File: src/rtl/instr_fetch_unit_pkg.sv
// Shared definitions for the instruction fetch stage: FSM encoding,
// PC increment and default reset PC.
package instr_fetch_unit_pkg;

    typedef enum logic [1:0] {
        IDLE  = 2'b00,
        REQ   = 2'b01,
        DRAIN = 2'b10
    } fetch_state_t;

    localparam int          PC_INCR          = 4;
    localparam logic [31:0] RESET_PC_DEFAULT = 32'h0000_0000;

endpackage

File: src/rtl/instr_fetch_unit_if.sv
// Fetch stage bus bundle: instruction-memory req/ack port, redirect input
// and the valid/ready link to decode. master = fetch unit, slave = environment.
interface instr_fetch_unit_if #(
    parameter int ADDR_W = 32,
    parameter int DATA_W = 32
);
    logic              IMemReq;
    logic [ADDR_W-1:0] IMemAddr;
    logic              IMemAck;
    logic [DATA_W-1:0] IMemData;
    logic              Redirect;
    logic [ADDR_W-1:0] RedirectPC;
    logic              InstrValid;
    logic [DATA_W-1:0] Instr;
    logic [ADDR_W-1:0] InstrPC;
    logic [ADDR_W-1:0] InstrPCPlus4;
    logic              DecodeReady;

    modport master (
        output IMemReq, IMemAddr, InstrValid, Instr, InstrPC, InstrPCPlus4,
        input  IMemAck, IMemData, Redirect, RedirectPC, DecodeReady
    );

    modport slave (
        input  IMemReq, IMemAddr, InstrValid, Instr, InstrPC, InstrPCPlus4,
        output IMemAck, IMemData, Redirect, RedirectPC, DecodeReady
    );
endinterface

File: src/rtl/instr_fetch_unit.sv
// Fetch stage: owns the PC, runs one instruction-memory read at a time and
// holds the fetched word in a single output slot for decode. Redirects flush
// the slot; a redirect during an outstanding read parks in DRAIN until the
// stale ack returns.
// Optional build macro FETCH_PERF_EN adds FetchCount/FlushCount outputs.
module instr_fetch_unit
    import instr_fetch_unit_pkg::*;
#(
    parameter int                ADDR_W   = 32,
    parameter int                DATA_W   = 32,
    parameter logic [ADDR_W-1:0] RESET_PC = ADDR_W'(RESET_PC_DEFAULT)
) (
    input  logic                 Clk,
    input  logic                 Reset,
    instr_fetch_unit_if.master   bus
`ifdef FETCH_PERF_EN
    ,
    output logic [31:0]          FetchCount,
    output logic [31:0]          FlushCount
`endif
);

    fetch_state_t      state, state_n;
    logic [ADDR_W-1:0] pc, pc_n;
    logic              req, req_n;
    logic [ADDR_W-1:0] addr, addr_n;
    logic              valid, valid_n;
    logic [DATA_W-1:0] instr, instr_n;
    logic [ADDR_W-1:0] ipc, ipc_n;
    logic [ADDR_W-1:0] ipc4, ipc4_n;

    logic [ADDR_W-1:0] redirect_pc;
    logic [ADDR_W-1:0] addr_plus4;

    // Low two bits of the target are dropped so every fetch is word-aligned.
    assign redirect_pc = bus.RedirectPC & ~ADDR_W'(3);
    assign addr_plus4  = addr + ADDR_W'(PC_INCR);

    assign bus.IMemReq      = req;
    assign bus.IMemAddr     = addr;
    assign bus.InstrValid   = valid;
    assign bus.Instr        = instr;
    assign bus.InstrPC      = ipc;
    assign bus.InstrPCPlus4 = ipc4;

    // Next-state and datapath updates; redirect beats delivery and consumption.
    always_comb begin
        state_n = state;
        pc_n    = pc;
        req_n   = req;
        addr_n  = addr;
        valid_n = valid & ~bus.DecodeReady;
        instr_n = instr;
        ipc_n   = ipc;
        ipc4_n  = ipc4;
        unique case (state)
            IDLE: begin
                if (bus.Redirect) begin
                    pc_n    = redirect_pc;
                    valid_n = 1'b0;
                end else if (!valid || bus.DecodeReady) begin
                    req_n   = 1'b1;
                    addr_n  = pc;
                    state_n = REQ;
                end
            end
            REQ: begin
                if (bus.IMemAck && !bus.Redirect) begin
                    instr_n = bus.IMemData;
                    ipc_n   = addr;
                    ipc4_n  = addr_plus4;
                    valid_n = 1'b1;
                    pc_n    = addr_plus4;
                    req_n   = 1'b0;
                    state_n = IDLE;
                end else if (bus.IMemAck) begin
                    pc_n    = redirect_pc;
                    valid_n = 1'b0;
                    req_n   = 1'b0;
                    state_n = IDLE;
                end else if (bus.Redirect) begin
                    // Request must stay up until memory acks the stale read.
                    pc_n    = redirect_pc;
                    valid_n = 1'b0;
                    state_n = DRAIN;
                end
            end
            DRAIN: begin
                if (bus.Redirect) begin
                    pc_n    = redirect_pc;
                    valid_n = 1'b0;
                end
                if (bus.IMemAck) begin
                    req_n   = 1'b0;
                    state_n = IDLE;
                end
            end
            default: begin
                req_n   = 1'b0;
                valid_n = 1'b0;
                state_n = IDLE;
            end
        endcase
    end

    // State, PC, memory request and output slot registers.
    always_ff @(posedge Clk or posedge Reset) begin
        if (Reset) begin
            state <= IDLE;
            pc    <= RESET_PC;
            req   <= 1'b0;
            addr  <= '0;
            valid <= 1'b0;
            instr <= '0;
            ipc   <= '0;
            ipc4  <= '0;
        end else begin
            state <= state_n;
            pc    <= pc_n;
            req   <= req_n;
            addr  <= addr_n;
            valid <= valid_n;
            instr <= instr_n;
            ipc   <= ipc_n;
            ipc4  <= ipc4_n;
        end
    end

`ifdef FETCH_PERF_EN
    logic xfer;
    // A slot flushed by a same-cycle redirect does not count as delivered.
    assign xfer = valid & bus.DecodeReady & ~bus.Redirect;

    // Free-running wrap-around perf counters.
    always_ff @(posedge Clk or posedge Reset) begin
        if (Reset) begin
            FetchCount <= '0;
            FlushCount <= '0;
        end else begin
            if (xfer)         FetchCount <= FetchCount + 32'd1;
            if (bus.Redirect) FlushCount <= FlushCount + 32'd1;
        end
    end
`endif

endmodule

File: src/flat_wrapper.sv
// flat-port wrapper written by rule: the top's interface ports become plain ports
module instr_fetch_unit_flat import instr_fetch_unit_pkg::*;
#(
    parameter int                ADDR_W   = 32,
    parameter int                DATA_W   = 32,
    parameter logic [ADDR_W-1:0] RESET_PC = ADDR_W'(RESET_PC_DEFAULT)
)
  (Clk, Reset, bus_IMemReq, bus_IMemAddr, bus_InstrValid, bus_Instr, bus_InstrPC, bus_InstrPCPlus4, bus_IMemAck, bus_IMemData, bus_Redirect, bus_RedirectPC, bus_DecodeReady);
  instr_fetch_unit_if #(.ADDR_W(ADDR_W), .DATA_W(DATA_W)) bus_i ();
  input  logic Clk;
  input  logic Reset;
  output wire logic [$bits(bus_i.IMemReq)-1:0] bus_IMemReq;
  output wire logic [$bits(bus_i.IMemAddr)-1:0] bus_IMemAddr;
  output wire logic [$bits(bus_i.InstrValid)-1:0] bus_InstrValid;
  output wire logic [$bits(bus_i.Instr)-1:0] bus_Instr;
  output wire logic [$bits(bus_i.InstrPC)-1:0] bus_InstrPC;
  output wire logic [$bits(bus_i.InstrPCPlus4)-1:0] bus_InstrPCPlus4;
  input wire logic [$bits(bus_i.IMemAck)-1:0] bus_IMemAck;
  input wire logic [$bits(bus_i.IMemData)-1:0] bus_IMemData;
  input wire logic [$bits(bus_i.Redirect)-1:0] bus_Redirect;
  input wire logic [$bits(bus_i.RedirectPC)-1:0] bus_RedirectPC;
  input wire logic [$bits(bus_i.DecodeReady)-1:0] bus_DecodeReady;
  assign bus_IMemReq = bus_i.IMemReq;
  assign bus_IMemAddr = bus_i.IMemAddr;
  assign bus_InstrValid = bus_i.InstrValid;
  assign bus_Instr = bus_i.Instr;
  assign bus_InstrPC = bus_i.InstrPC;
  assign bus_InstrPCPlus4 = bus_i.InstrPCPlus4;
  assign bus_i.IMemAck = bus_IMemAck;
  assign bus_i.IMemData = bus_IMemData;
  assign bus_i.Redirect = bus_Redirect;
  assign bus_i.RedirectPC = bus_RedirectPC;
  assign bus_i.DecodeReady = bus_DecodeReady;
  instr_fetch_unit #(.ADDR_W(ADDR_W), .DATA_W(DATA_W), .RESET_PC(RESET_PC)) u_core (.Clk(Clk), .Reset(Reset), .bus(bus_i));
endmodule
File: config.mk
export PLATFORM = sky130hd
export DESIGN_NAME = instr_fetch_unit_flat
export DESIGN_NICKNAME = d
export VERILOG_FILES = /design/src/rtl/instr_fetch_unit_pkg.sv /design/src/rtl/instr_fetch_unit_if.sv /design/src/rtl/instr_fetch_unit.sv /design/src/flat_wrapper.sv
export SDC_FILE = /design/constraint.sdc
export NUM_CORES = 1
export LEC_CHECK = 0
export CAP_MARGIN = 20
export CORE_MARGIN = 1
export CORE_UTILIZATION = 50
export CTS_CLUSTER_SIZE = 10
export DETAILED_ROUTE_END_ITERATION = 6
export PLACE_DENSITY_LB_ADDON = 0.12
export SLEW_MARGIN = 20
export SYNTH_ARGS = -nofsm -noshare
export SYNTH_HDL_FRONTEND = slang
export SYNTH_SLANG_ARGS = --single-unit
File: constraint.sdc
create_clock -name Clk -period 17.25 [get_ports Clk]
set_input_delay 3.45 -clock Clk [delete_from_list [all_inputs] [get_ports Clk]]
set_output_delay 3.45 -clock Clk [all_outputs]
set_load 0.05 [all_outputs]
-- Yosys cells after proc, flatten, opt, wreduce, memory -nomap -nowiden
Cells that the tools add are included.
- register bits: 164
- bits of input ports: 69
- output and inout bits: 130
- word-level logic and storage cells: 49
- add/sub/neg operators: 1
- equality and inequality tests: 6
- muxes and demuxes: 20
- bitwise gates (word level): 3
- reduce and logical (&&, ||, !) cells: 11
- operator list (operator ; number):
    32-bit two-way mux ; 3
    32-bit one-hot mux with 2 select lines ; 1
    32-bit by 3-bit adder with 32-bit output (second input constant) ; 1
    2-bit two-way mux ; 6
    1-bit two-way mux ; 7
    2-bit one-hot mux with 3 select lines ; 1
    2-bit != test (second input constant) ; 2
    4-bit by 3-bit != test with 1-bit output (second input constant) ; 1
    2-bit AND reduction ; 2
    4-bit AND reduction ; 1
    1-bit one-hot mux with 3 select lines ; 1
    3-bit AND reduction ; 1
    2-bit by 1-bit equality test with 1-bit output (second input constant) ; 1
    2-bit equality test (second input constant) ; 1
    1-bit zero test ; 2
    2-bit zero test ; 1
    2-bit by 1-bit != test with 1-bit output (second input constant) ; 1
    1-bit inverter ; 2
    1-bit one-hot mux with 2 select lines ; 1
    2-bit nonzero test ; 1
    2-bit OR reduction ; 1
    1-bit bitwise AND ; 1
    1-bit logical AND ; 1
    1-bit logical OR ; 1

-- Depth between registers and ports, before layout
- word-level depth: 6
- gate-level depth with buffers: 7
- depth with buffers taken out: 5

-- Least setup slack after synthesis
OpenSTA, ideal clock, no wires.
- path type: input to register
- start point: in bus_IMemAck
- end point: reg u_core.ipc[2], in the netlist u_core.bus.InstrPC[2]
- setup time: 0.121 ns
- data arrival time: 4.513 ns
- required time: 17.129 ns
- setup slack: 12.616 ns
- stages: 7
- buffers on the path: 3
- cells stage by stage: nand2_1 -> or3_1 -> clkbuf_8 -> clkbuf_1 -> clkbuf_1 -> nand2_1 -> nand2_1
- cells in the longest elaborated chain, start to end: 2
- RTL lines (item ; line ; source):
    from (decl) ; flat_wrapper.sv:18 ; input wire logic [$bits(bus_i.IMemAck)-1:0] bus_IMemAck;
    1-bit logical AND ; instr_fetch_unit.sv:68 ; if (bus.IMemAck && !bus.Redirect) begin
    2-bit AND reduction (no line) ; - ;
    to (signal assigned) ; instr_fetch_unit.sv:124 ; ipc <= ipc_n;
    to (decl) ; instr_fetch_unit.sv:29 ; logic [ADDR_W-1:0] ipc, ipc_n;
Every way passes these cells.
A chain may end at the register's enable or synchronous reset.

-- Worst setup path in the final report
- start point: in bus_Redirect
- end point: reg u_core.pc[27]
- cells in the longest elaborated chain, start to end: 4
- elaborated cells on any way between the ends: 6
- classes of those cells: 4 x mux; 2 x reduce/logical
- RTL lines (item ; line ; source):
    from (decl) ; flat_wrapper.sv:20 ; input wire logic [$bits(bus_i.Redirect)-1:0] bus_Redirect;
    32-bit two-way mux / 1-bit zero test (equally long branches) ; - ;
    32-bit two-way mux / 1-bit logical AND (equally long branches) ; - ;
    32-bit two-way mux ; instr_fetch_unit.sv:68 ;
    32-bit one-hot mux with 2 select lines * ; instr_fetch_unit.sv:56 ; unique case (state)
    to (signal assigned) ; instr_fetch_unit.sv:119 ; pc <= pc_n;
    to (decl) ; instr_fetch_unit.sv:24 ; logic [ADDR_W-1:0] pc, pc_n;
Mark *: on every way between the ends. The rest lies on a longest branch, timed or not.

==> impl_metrics.ini <==
[setup_path]
critical_path_arrival_ns = 6.25
cp_data_required_time_ns = 17.52
crit_type = in2reg
cp_max_fo = 88
start_kind = input port
setup.worst_path.end_class = flop

[timing]
clock-skew-final_ns = 0.005802
worst_slack_ns = 11.27
fin_setup_tns_ns = 0
slew_viol_final = 0
final_hold_viol_count = 0
fmax_ghz = 0.1672
maxSlewHeadroom_pct = 24.05
tightest_slew_ns = 1.139
rsz0062_at_grt = no
post-route-period-util_pct = 34.68
fin_hold_ws_ns = 0.4722
period_needed_ns = 5.982
finalSetupViolations = 0

[synthesis]
ys_ff_latch = 162
synth_edf_count = 0
syn_area_um2 = 6947
synth_top_area_share_pct = 58.36
synth_area_leaders = dfrtp_1 58%, nand2_1 13%, mux2_2 5.2%, o21ai_0 3.2%, xnor2_1 2.4%
synth_common_cells = 233 x nand2_1, 162 x dfrtp_1, 44 x o21ai_0, 32 x mux2_2, 23 x clkbuf_1
synth_nets = 748
yosysTopAreaCell = dfrtp_1
yosys_warnings = 0
synth.distinct_cells = 44
synth_ff_type = dfrtp_1
synth.most_common_cell = nand2_1
syn_area_per_cell_um2 = 10.25
ys_seq_area_share_pct = 58.36
async_reset_ff_share_pct = 100.0
synthCells = 678

[outcome]
status = finished, final reports clean

[layout]
areaGrowthSynthToFinish_pct = 38.60
final_core_util_pct = 71.85
n_fill_cell = 1003
diodes = 0
drive_above_1_share_pct = 9.804
nets = 924

[cts]
cts_root_buffer = clkbuf_16
htreeDepth = 4
clkTransAtPathRegs_ns = 0.06
cts.sinks = 162
clk_latency_ns = 0.43
post_cts_buffers = 0
tritoncts = done
cts_buffer_depth = 2
cts_resized = 0
hold_buffers = 0
cts_buffers = 17

[pwr]
clkPwrFrac_pct = 24.0
p_comb_share_pct = 42.7
power_density_nw_per_um2 = 184.5
fin_total_pwr_uw = 1776
power_switching_uw = 756.4
p_seq_share_pct = 33.3
ir_drop_uv = 105.3
p_int_uw = 1020
cellLeakagePower_uw = 0.004333
p_sw_share_pct = 42.59

[min_path]
hold_path_class = reg2reg

[placed_design]
portBuffers = 196
dp_hpwl_um = 11610
gp_congestion = 0.8100
pre_cts_ws_ns = 10.81

[grt]
grt_pass1_vias = 5683
grtUsageTotal_pct = 26.14
grt_max_degree = 89
grt_antenna_before_repair = 0
grt-ovfl-total = 0
grt_pass1_wl_um = 28930

[detailed_routing]
vias = 5607
viasPerCell = 5.376
drtIter0Drc = 317
wl_per_cell_um = 17.10
remaining_drc_errors = 0
wl_um = 17840
drtAntennaViolNets = 0
first_pass_iters = 5

[floorplanning]
coreArea_um2 = 13400
die-area_um2 = 14370
fp.dieW_um = 119.9
die_h_um = 119.9
rows = 42
ios = 199
start_util_pct = 51.84

[run]
cap_viol_max_count = 0
final timing paths:
path	slack, ns	end	startpoint	cells past startpoint
min in group asynchronous	3.51	u_core.bus.Instr[9]	Reset	2
worst min register to register	0.47	u_core.bus.InstrPC[6]	u_core.bus.InstrPC[6]	2
max in group asynchronous	12.49	u_core.bus.IMemAddr[16]	Reset	3
worst max register to register	14.56	u_core.bus.InstrPCPlus4[25]	u_core.state[0]	5
worst max-delay path	11.27	u_core.pc[27]	bus_Redirect	4
worst min-delay path	0.47	u_core.bus.InstrPC[6]	u_core.bus.InstrPC[6]	2
power by group through the flow:
stage	Sequential (uW)	Combinational [uW]	Clock [uW]
6_report	592	759	425
5_1_grt	608	796	447
4_1_cts	591	764	431
3_5_place_dp	596	761	0
3_3_place_gp	588	752	0
2_1_floorplan	928	151	0
cells by family (layout without fill, tap and decap cells):
group,Yosys count,in the layout,share of synthesized area (%)
and+or+nand+nor,299,299,19.24
DFF,162,162,58.36
AOI/OAI and AO/OA,103,103,9.150
buffers and inverters,49,238,3.782
muxes,36,36,5.764
xor gates and xnor gates,28,28,3.530
adders and majority gates,1,1,0.1801
sequential cells by signal, summed over array words and instances (netlist names):
signal and flops:
u_core.bus.InstrPCPlus4 30, u_core.bus.IMemReq 1, u_core.bus.InstrPC 32, u_core.bus.Instr 32, u_core.bus.InstrValid 1, u_core.bus.IMemAddr 32, u_core.state 2, u_core.pc 32
critical path, cell delays in order:
cell,delay (ns)
clkdlybuf4s50_1,1.13
or3_4,0.66
buf_4,0.74
o21ai_0,0.23
final cells by class:
cell class / instances / area, um2 / area share (%)
Sequential cell: 162 / 4054 / 42.11
Multi-Input combinational cell: 467 / 2646 / 27.49
Timing Repair Buffer: 201 / 2003 / 20.81
Clock buffer: 21 / 480.5 / 4.990
Tap cell: 176 / 220.2 / 2.287
Clock inverter: 11 / 200.2 / 2.079
Inverter: 5 / 23.77 / 0.2469
placed cells by master, fill, tap and decap left out, drive strengths merged, types with 2 or more instances in the layout:
cell,n
a221o,5
bufinv,5
mux2,32
nand4,6
clkdlybuf4s50,196
a22o,2
mux2i,4
dfrtp,162
o21ai,47
xor2,9
nor4,3
nor3b,2
and2,2
buf,5
nand2b,12
nand2,233
inv,5
nand3,10
nor2,9
o22ai,15
nor3,12
clkinv,4
a22oi,13
and4,6
a21o,6
a21oi,9
xnor2,19
clkinvlp,2
clkbuf,21
o221ai,3
per-stage QoR:
step	cells	instance area (um2)
after floorplan	678	6947
after global placement	1011	8944
after detailed placement	1011	8944
after CTS	1043	9624
after global routing	1043	9628
final	1043	9628
per-layer routing:
metal | track usage [%] | up-vias | part of all wire [%]
met5 | 0 | - | 0
met1 | 34.80 | 2761 | 44
met2 | 41.26 | 200 | 47
met4 | 11.56 | 0 | 2.3
li1 | - | 2615 | -
met3 | 5.656 | 31 | 6.3
No activity file was read; power rests on OpenSTA's default activity.
